[src/rtl/fnd_pkg.sv]
// Shared constants for the seven-segment scan controller: active-high
// segment patterns, segment bit positions and the output polarity helper.
package fnd_pkg;

    // Bit positions inside the 8-bit {dp,g,f,e,d,c,b,a} segment bus
    localparam int SEG_POS_A  = 0;
    localparam int SEG_POS_G  = 6;
    localparam int SEG_POS_DP = 7;

    // Active-high patterns {g,f,e,d,c,b,a}
    localparam logic [6:0] SEG_0    = 7'h3F;
    localparam logic [6:0] SEG_1    = 7'h06;
    localparam logic [6:0] SEG_2    = 7'h5B;
    localparam logic [6:0] SEG_3    = 7'h4F;
    localparam logic [6:0] SEG_4    = 7'h66;
    localparam logic [6:0] SEG_5    = 7'h6D;
    localparam logic [6:0] SEG_6    = 7'h7D;
    localparam logic [6:0] SEG_7    = 7'h07;
    localparam logic [6:0] SEG_8    = 7'h7F;
    localparam logic [6:0] SEG_9    = 7'h6F;
    localparam logic [6:0] SEG_A    = 7'h77;
    localparam logic [6:0] SEG_B    = 7'h7C;
    localparam logic [6:0] SEG_C    = 7'h39;
    localparam logic [6:0] SEG_D    = 7'h5E;
    localparam logic [6:0] SEG_E    = 7'h79;
    localparam logic [6:0] SEG_F    = 7'h71;
    localparam logic [6:0] SEG_DASH = 7'h40;

    // Map an active-high segment byte onto the pin polarity of the board
    function automatic logic [7:0] seg_polarity(input logic [7:0] seg,
                                                input logic       active_low);
        return active_low ? ~seg : seg;
    endfunction

endpackage

[src/rtl/bcd_to_seg.sv]
// Nibble to active-high seven-segment pattern. Values above 9 show A-F
// when HEX_EN is set, otherwise a lone centre bar.
module bcd_to_seg
    import fnd_pkg::*;
#(
    parameter int HEX_EN = 1
) (
    input  logic [3:0] nib,
    output logic [6:0] seg
);

    localparam logic HEX = (HEX_EN != 0);

    // Pure lookup; dash is the fall-back for every non-decimal value
    always_comb begin
        seg = SEG_DASH;
        case (nib)
            4'h0: seg = SEG_0;
            4'h1: seg = SEG_1;
            4'h2: seg = SEG_2;
            4'h3: seg = SEG_3;
            4'h4: seg = SEG_4;
            4'h5: seg = SEG_5;
            4'h6: seg = SEG_6;
            4'h7: seg = SEG_7;
            4'h8: seg = SEG_8;
            4'h9: seg = SEG_9;
            4'hA: seg = HEX ? SEG_A : SEG_DASH;
            4'hB: seg = HEX ? SEG_B : SEG_DASH;
            4'hC: seg = HEX ? SEG_C : SEG_DASH;
            4'hD: seg = HEX ? SEG_D : SEG_DASH;
            4'hE: seg = HEX ? SEG_E : SEG_DASH;
            4'hF: seg = HEX ? SEG_F : SEG_DASH;
            default: seg = SEG_DASH;
        endcase
    end

endmodule

[src/rtl/fnd_scan_controller.sv]
// Multiplexed seven-segment scan controller. A slot prescaler walks a digit
// index across NUM_DIGITS; each slot opens with BLANK_CYC dark cycles to
// stop ghosting while the common lines swap, then lights one digit with the
// pattern captured at the start of the slot.
module fnd_scan_controller
    import fnd_pkg::*;
#(
    parameter int NUM_DIGITS = 4,
    parameter int SCAN_DIV   = 100000,
    parameter int BLANK_CYC  = 2,
    parameter int HEX_EN     = 1,
    parameter int ACTIVE_LOW = 1
) (
    input  logic                      i_clk,
    input  logic                      i_rst_n,
    input  logic                      i_en,
    input  logic [4*NUM_DIGITS-1:0]   i_bcd,
    input  logic [NUM_DIGITS-1:0]     i_dp,
    input  logic                      i_blank_lz,
    output logic [NUM_DIGITS-1:0]     o_digit,
    output logic [7:0]                o_seg,
    output logic                      o_frame_tick
);

    localparam int   CNT_W   = $clog2(SCAN_DIV);
    localparam int   IDX_W   = $clog2(NUM_DIGITS);
    localparam logic OFF_LVL = (ACTIVE_LOW != 0);

    logic [CNT_W-1:0]                cnt;
    logic [IDX_W-1:0]                idx;
    logic                            cnt_last;
    logic                            idx_last;

    logic [NUM_DIGITS-1:0][3:0]      nib;
    logic [NUM_DIGITS-1:0][6:0]      pat;
    logic [NUM_DIGITS-1:0]           lz_blank;
    logic                            all_zero;

    logic [6:0]                      snap_pat;
    logic                            snap_dp;
    logic                            snap_blank;

    logic [NUM_DIGITS-1:0]           dig_next;
    logic [7:0]                      seg_next;
    logic                            tick_next;

    assign nib      = i_bcd;
    assign cnt_last = (cnt == CNT_W'(SCAN_DIV - 1));
    assign idx_last = (idx == IDX_W'(NUM_DIGITS - 1));

    // One decoder per digit; the decoded pattern is what gets captured, so
    // the selected lane only needs a mux at snapshot time.
    for (genvar g = 0; g < NUM_DIGITS; g++) begin : g_lane
        bcd_to_seg #(.HEX_EN(HEX_EN)) u_dec (
            .nib (nib[g]),
            .seg (pat[g])
        );
    end

    // Leading-zero suppression: digit k goes dark when it and every digit
    // above it are zero. Digit 0 always shows so a zero value reads "0".
    always_comb begin
        lz_blank = '0;
        all_zero = 1'b1;
        for (int k = NUM_DIGITS - 1; k >= 1; k--) begin
            all_zero    = all_zero && (nib[k] == 4'h0);
            lz_blank[k] = i_blank_lz && all_zero;
        end
    end

    // Slot prescaler and digit index; disable parks both at zero so a
    // re-enable always restarts from digit 0 with a blank phase.
    always_ff @(posedge i_clk or negedge i_rst_n) begin
        if (!i_rst_n) begin
            cnt <= '0;
            idx <= '0;
        end else if (!i_en) begin
            cnt <= '0;
            idx <= '0;
        end else if (cnt_last) begin
            cnt <= '0;
            idx <= idx_last ? '0 : idx + IDX_W'(1);
        end else begin
            cnt <= cnt + CNT_W'(1);
        end
    end

    // Capture the selected digit at slot start so input changes mid-slot
    // cannot tear the displayed character.
    always_ff @(posedge i_clk or negedge i_rst_n) begin
        if (!i_rst_n) begin
            snap_pat   <= '0;
            snap_dp    <= 1'b0;
            snap_blank <= 1'b0;
        end else if (i_en && (cnt == '0)) begin
            snap_pat   <= pat[idx];
            snap_dp    <= i_dp[idx];
            snap_blank <= lz_blank[idx];
        end
    end

    // Active-high view of the next output state; dp survives blanking.
    always_comb begin
        dig_next  = '0;
        seg_next  = '0;
        tick_next = i_en && cnt_last && idx_last;
        if (i_en && (cnt >= CNT_W'(BLANK_CYC))) begin
            dig_next = NUM_DIGITS'(1) << idx;
            seg_next[SEG_POS_DP]           = snap_dp;
            seg_next[SEG_POS_G:SEG_POS_A]  = snap_blank ? 7'h00 : snap_pat;
        end
    end

    // Registered pins; reset drives the "all off" level asynchronously.
    always_ff @(posedge i_clk or negedge i_rst_n) begin
        if (!i_rst_n) begin
            o_digit      <= {NUM_DIGITS{OFF_LVL}};
            o_seg        <= seg_polarity(8'h00, OFF_LVL);
            o_frame_tick <= 1'b0;
        end else begin
            o_digit      <= dig_next ^ {NUM_DIGITS{OFF_LVL}};
            o_seg        <= seg_polarity(seg_next, OFF_LVL);
            o_frame_tick <= tick_next;
        end
    end

endmodule

[config.mk]
export PLATFORM = sky130hd
export DESIGN_NAME = fnd_scan_controller
export DESIGN_NICKNAME = d
export VERILOG_FILES = /design/src/rtl/fnd_pkg.sv /design/src/rtl/bcd_to_seg.sv /design/src/rtl/fnd_scan_controller.sv
export SDC_FILE = /design/constraint.sdc
export NUM_CORES = 1
export LEC_CHECK = 0
export BUFFER_PORTS_ARGS = -buffer_cell sky130_fd_sc_hd__buf_2
export CELL_PAD_IN_SITES_DETAIL_PLACEMENT = 2
export CELL_PAD_IN_SITES_GLOBAL_PLACEMENT = 2
export CORE_UTILIZATION = 37
export CTS_CLUSTER_DIAMETER = 150
export DETAILED_ROUTE_END_ITERATION = 7
export PLACE_DENSITY_LB_ADDON = 0.1
export SYNTH_ARGS = -nofsm -noshare
export SYNTH_HDL_FRONTEND = slang
export SYNTH_SLANG_ARGS = --single-unit
[constraint.sdc]
create_clock -name i_clk -period 2.4 [get_ports i_clk]
set_input_delay 0.36 -clock i_clk [delete_from_list [all_inputs] [get_ports i_clk]]
set_output_delay 0.36 -clock i_clk [all_outputs]
set_load 0.005 [all_outputs]
==> results of run 1 <==
[cells in the mapped netlist (2+ instances only)]
cell type / instances / area share
nand2_1: 27 / 0.033
clkbuf_1: 8 / 0.0099
mux4_2: 6 / 0.045
nand3_1: 11 / 0.018
xnor2_1: 7 / 0.020
buf_2: 4 / 0.0066
o21bai_1: 2 / 0.0049
nand4_1: 5 / 0.010
nor2_1: 30 / 0.037
nor3_1: 6 / 0.0099
nor4_1: 2 / 0.0041
and2_1: 6 / 0.012
mux2_2: 11 / 0.041
a22oi_1: 3 / 0.0074
ha_1: 35 / 0.14
a221oi_1: 7 / 0.020
inv_1: 20 / 0.025
and3_1: 3 / 0.0062
nor2b_1: 17 / 0.035
o211ai_1: 2 / 0.0049
a31oi_1: 3 / 0.0062
xor2_1: 8 / 0.023
a21oi_1: 12 / 0.020
mux2i_1: 4 / 0.013
dfrtp_1: 29 / 0.24
buf_6: 2 / 0.0074
dfstp_2: 12 / 0.10
o21ai_0: 9 / 0.015
o22ai_1: 2 / 0.0041
[worst paths after layout]
check,start,endpoint,slack [ns]
worst max register to register,cnt[12],idx[1],0.37
min in group i_clk,i_blank_lz,snap_blank,0.36
max in group asynchronous,i_rst_n,cnt[14],1.64
worst max-delay path,cnt[12],idx[1],0.37
worst min register to register,snap_dp,o_seg[7],0.40
worst min-delay path,i_rst_n,snap_dp,0.19
[metrics by stage]
step	total power, mW	instances
final	1.68	450
after global routing	1.78	450
after CTS	1.72	450
after detailed placement	1.13	442
after global placement	1.11	442
after floorplan	1.01	316
[power breakdown]
group | leakage (nW) | switching [mW] | internal [mW]
sequential | 0.503 | 0.0301 | 0.762
clock | 0.0585 | 0.237 | 0.339
combinational | 0.960 | 0.174 | 0.142
[registers in the layout, summed over array words and instances, names as in the netlist]
name and count:
o_frame_tick 1, snap_blank 1, cnt 17, snap_pat 7, idx 2, o_seg 8, snap_dp 1, o_digit 4
[cells by family (layout without fill, tap and decap cells)]
| group | count (synthesis) | after routing | share of synthesized area |
|---|---|---|---|
| XOR/XNOR | 15 | 15 | 0.0433 |
| adder cells (fa/ha/maj) | 35 | 35 | 0.144 |
| flip-flops | 41 | 41 | 0.343 |
| multiplexers | 21 | 21 | 0.0985 |
| AND/OR/NAND/NOR | 116 | 116 | 0.197 |
| buffers and inverters | 36 | 68 | 0.0565 |
| AO/OA/AOI/OAI | 52 | 52 | 0.117 |
[cell type report]
| cell class | instances | area share |
|---|---|---|
| clock buffer | 7 | 0.0254 |
| clock inverter | 1 | 0.00883 |
| inverter | 21 | 0.0232 |
| multi-input combinational | 239 | 0.536 |
| sequential | 41 | 0.306 |
| tap | 102 | 0.0375 |
| timing repair buffer | 39 | 0.0633 |
[critical path, delay by kind of cell, from the launching register on]
family / cells / cell delay (ns)
buf+inv: 1 / 0.24
simple gates: 4 / 1.07
compound gates: 1 / 0.13
flops: 1 / 0.46
[metal layers]
layer  vias to the layer above  wire length (um)  GRT usage
met3                         9               208     0.0263
met4                         0               110     0.0495
met2                        40              3640      0.323
met5                         -                 0          0
li1                       1157                 -          -
met1                      1188              3590      0.250
[cell usage in the layout, fill, tap and decap left out, drive strengths merged, types with 9 or more instances in the layout]
cell / n
dfstp: 12
buf: 39
nor2b: 17
inv: 21
nor2: 30
dfrtp: 29
a21oi: 12
nand3: 12
nand2: 27
o21ai: 9
ha: 35
mux2: 11
==> summary.txt, run 1 <==
Setup path
  – Crit-path slowest cell: nor4_2
  – Worst setup EP type: flip-flop
  – Worst Setup Start Kind: flip-flop
  – Arr. time, crit path: between 2 and 2.5 ns
  – Worst reg2reg path depth: 6
  – Worst path max stage delay: 0.47 ns
  – CP cell instances: nor4_4, nand2_1, nor4_2, nand2b_1, buf_4, o21ai_0
  – Max FO, Critical Path: 18
  – Crit Path Category: flip-flop to flip-flop
  – Critical Path RT: roughly 2.6 ns

Synth
  – Syn Std Cell Area: 3040 um^2
  – Count of cell types in the netlist: 52
  – Avg Synthesized Cell Area: between 9 and 10 um^2
  – Post-Syn Instances: between 300 and 400
  – Number of synthesized flops with an enable pin: 0
  – Most used DFF post-synth: dfrtp_1
  – Flops & latches, synth: between 40 and 50
  – Yosys warnings: 0
  – Sequential share of the synthesized area: 0.343
  – Syn Nets: between 300 and 400
  – Async SR Flop Fraction: 1.00

Run status
  – Status: finished, final reports clean

GRT
  – Gr ovfl total: 0
  – First-pass GRT wire length: around 13 mm
  – Initial antenna violation count: 0
  – Vias in the first global route: ~2,600
  – Overall Global Routing Usage: 0.189
  – Pin count of the biggest net entering global routing: 42

Pwr
  – Worst VDD drop: 0.190 mV
  – Power density cells: between 400 and 500 nW/um^2
  – Leak: roughly 1.5 nW

STA
  – Pin slew with the least headroom to its limit: a little under 0.9 ns
  – Final WS setup: 0.371 ns
  – Worst hold slack: about 0.19 ns
  – FMAX: a little under 500 MHz
  – Final hold vios: 0
  – Clock Skew: between 0.01 and 0.015 ns
  – Setup violators final: 0
  – Setup_tns: 0 ns
  – Tcrit/Tclk final: 0.845
  – Fin crit period: about 2 ns
  – Worst slew margin: 0.405
  – RSZ-0062 raised after global routing: false
  – Max-slew violations: 0

Routing
  – Via count of the routed design: ~2,400
  – Vias per inst: 5.32
  – Drt wl/cell: roughly 17 um
  – DRC viols: 0
  – WL final: roughly 7.5 mm
  – 1st-pass router iterations: 4
  – Initial DRC count: about 80
  – Post-route antenna net violation count: 0

Job
  – Max Cap Viol: 0

Clock tree
  – Clock transition at the registers of the reported paths: ~0.080 ns
  – CTS tree: done
  – Root buffer cell: clkbuf_8
  – Clk buf depth: 2
  – Number of buffers created by CTS: 5
  – Hold-fix buffers, CTS: 0
  – Post-CTS Setup Inserts: 0
  – Htree depth: 2
  – CTS resizes: 0
  – Clk_lat worst skew: around 0.29 ns
  – Clk sinks: 41

Floorplanning
  – Chip Height: 92.6 um
  – Rows: 32
  – Starting density of the core: 0.387
  – I/O pin cnt: 37
  – Core area: between 7000 and 8000 um^2
  – Die Area: around 8600 um^2
  – DIE WIDTH: 92.6 um

Min path
  – Min-Delay Path Class: primary input to asynchronous set/reset pin

Layout
  – Final Cell Area: ~3400 um^2
  – Fill cell count: ~920
  – Final core occ: 0.434
  – Multi-input gate area: roughly 1800 um^2
  – Reg area: between 1000 and 1500 um^2
  – Diodes inserted: 0
  – Layout area overhead: 12.1%
  – Nets: slightly above 400
  – Share of layout cells above drive strength 1: 0.239

Place
  – GPL Wtd Cong: slightly below 0.8
  – Detail Placement HPWL: 5.74 mm
  – Post-place setup slack: approximately 0.32 ns
  – Post-DP Area: approximately 3300 um^2
  – # port buffers: 36
Note: power is estimated with default switching activity, not from simulation.
==> inputs of run 2 (changes only) <==
- CORE_UTILIZATION: 37 -> 33
- clock period: 2.4 -> 1.7 ns (I/O delays scaled with it)
==> summary.txt, run 2 (synthesis gave the netlist of run 1 again) <==
Run status
  – Status: finished, violations left
  – Failing checks: design-rule violations, negative setup slack

STA
  – Setup violators final: 6
  – Pin slew with the least headroom to its limit: just under 0.5 ns
  – Worst slew margin: 0.676
  – Setup_tns: -0.0982 ns
  – Max-slew violations: 0
  – FMAX: ~580 MHz
  – Final WS setup: -0.0194 ns
  – RSZ-0062 raised after global routing: true
  – Clock Skew: slightly below 0.003 ns
  – Fin crit period: 1.72 ns
  – Final hold vios: 0
  – Tcrit/Tclk final: 1.01

Floorplanning
  – I/O pin cnt: 37
  – DIE WIDTH: ~98 um
  – Chip Height: ~98 um
  – Rows: 34
  – Die Area: 9590 um^2
  – Starting density of the core: 0.345
  – Core area: a little under 9000 um^2

Job
  – Max Cap Viol: 0

Clock tree
  – Clk sinks: about 40
  – Clk_lat worst skew: around 0.3 ns
  – Number of buffers created by CTS: 5
  – Root buffer cell: clkbuf_8
  – Clock transition at the registers of the reported paths: 0.08 ns
  – Clk buf depth: 2
  – Htree depth: 2
  – CTS tree: done

Pwr
  – Leak: approximately 1.8 nW
  – Worst VDD drop: ~0.26 mV
  – Power density cells: a little under 600 nW/um^2

Setup path
  – Crit-path slowest cell: dfrtp_1
  – Buf+Inv Stages, Crit Path: 1
  – Delay-heaviest family, CP: simple AND/OR/NAND/NOR gates
  – Max FO, Critical Path: 9
  – Critical Path RT: ~1.9 ns
  – Worst path max stage delay: 0.40 ns
  – Arr. time, crit path: 1.91 ns
  – Crit Path Category: flip-flop to flip-flop
  – CP cell instances: nor4_2, nand4_1, nor2_1, buf_6, mux2_2
  – Worst Setup Start Kind: flip-flop
  – Worst setup EP type: flip-flop

Routing
  – Vias per inst: roughly 5
  – Initial DRC count: 84
  – Drt wl/cell: 16.6 um
  – DRC viols: 2
  – Via count of the routed design: between 2,000 and 3,000
  – 1st-pass router iterations: 6
  – Post-route antenna net violation count: 0
  – WL final: approximately 8.6 mm

GRT
  – Gr ovfl total: 0
  – Vias in the first global route: 2,939
  – Initial antenna violation count: 0
  – Pin count of the biggest net entering global routing: 24
  – Overall Global Routing Usage: 0.193
  – First-pass GRT wire length: 14.5 mm

Place
  – Detail Placement HPWL: between 7 and 8 mm
  – # port buffers: 36
  – GPL Wtd Cong: around 0.79
  – Dpl cells: 507
  – Post-DP Area: around 3800 um^2

Layout
  – Final Cell Area: a little under 4000 um^2
  – Largest regs: cnt x17, o_seg x8, snap_pat x7
  – Nets: between 400 and 500
  – Biggest register: cnt
  – Fin cells: ~520
  – Fill cell count: roughly 950
  – Share of layout cells above drive strength 1: 0.367
  – Commonest non-fill, non-tap cell in the layout: buf_4
  – Max reg flops: 17
  – Diodes inserted: 0
  – Layout area overhead: 28.8%
  – Commonest non-fill, non-tap cells in the layout: buf_4 (61), buf_2 (36), ha_1 (34)

Min path
  – Min-Delay Path Class: primary input to flip-flop
-- run 2: repair_timing --
| item | 4_1_cts | 5_1_grt |
|---|---|---|
| resized for setup | 6 | 3 |
| endpoints found under the hold margin | 14 | 0 |
| pin swaps | 3 | 0 |
| endpoints found under the setup margin | 31 | 24 |
| hold buffers | 1 | 0 |
| setup buffers | 0 | 3 |
-- run 2: power breakdown --
group / switching (mW) / internal (mW) / total, mW / leakage, nW
Combinational: 0.273 / 0.277 / 0.551 / 1.29
Sequential: 0.0423 / 1.08 / 1.12 / 0.503
Clock: 0.340 / 0.285 / 0.625 / 0.0450
Total: 0.655 / 1.64 / 2.29 / 1.84
-- run 2: metrics by stage --
stage,total power [mW],setup slack [ns],util,hold WS (ns)
after floorplan,1.42,0.00622,-,-0.0406
after global routing,2.43,-0.103,0.444,0.234
after CTS,2.33,-0.00670,0.441,0.226
after global placement,1.65,-0.144,0.426,0.240
after detailed placement,1.68,-0.223,0.426,0.240
final,2.29,-0.0194,0.444,0.234
-- run 2: layout make-up --
cell class              instances  area, um^2  share of cell area
clock buffers                   6        72.6              0.0186
flip-flops and latches         41        1040               0.266
repair buffers                102         711               0.182
well taps                     108         135              0.0346
multi-input cells             239        1860               0.476
inverters                      21        78.8              0.0202
clock inverters                 2        10.0             0.00256
-- run 2: tightest hold or removal path: cells and delay by family --
| kind | cells | cell delay [ns] |
|---|---|---|
| AO/OA/AOI/OAI | 1 | 0.07 |
| AND/OR/NAND/NOR | 1 | 0.07 |
| buffers and inverters | 1 | 0.10 |
-- run 2: worst paths after layout --
kind | start | end | slack, ns | depth (start not counted)
max in group asynchronous | i_rst_n | o_seg[6] | 0.69 | 3
max reg2reg | cnt[16] | snap_pat[1] | -0.02 | 5
min reg2reg | snap_dp | o_seg[7] | 0.41 | 1
min | i_blank_lz | snap_blank | 0.23 | 3
max | cnt[16] | snap_pat[1] | -0.02 | 5
min in group asynchronous | i_rst_n | cnt[4] | 0.45 | 2
-- run 2: layer usage --
layer | global-route usage | share of wire
met5 | 0 | 0
met4 | 0.0629 | 0.013
met3 | 0.0157 | 0.013
met2 | 0.371 | 0.54
met1 | 0.224 | 0.44
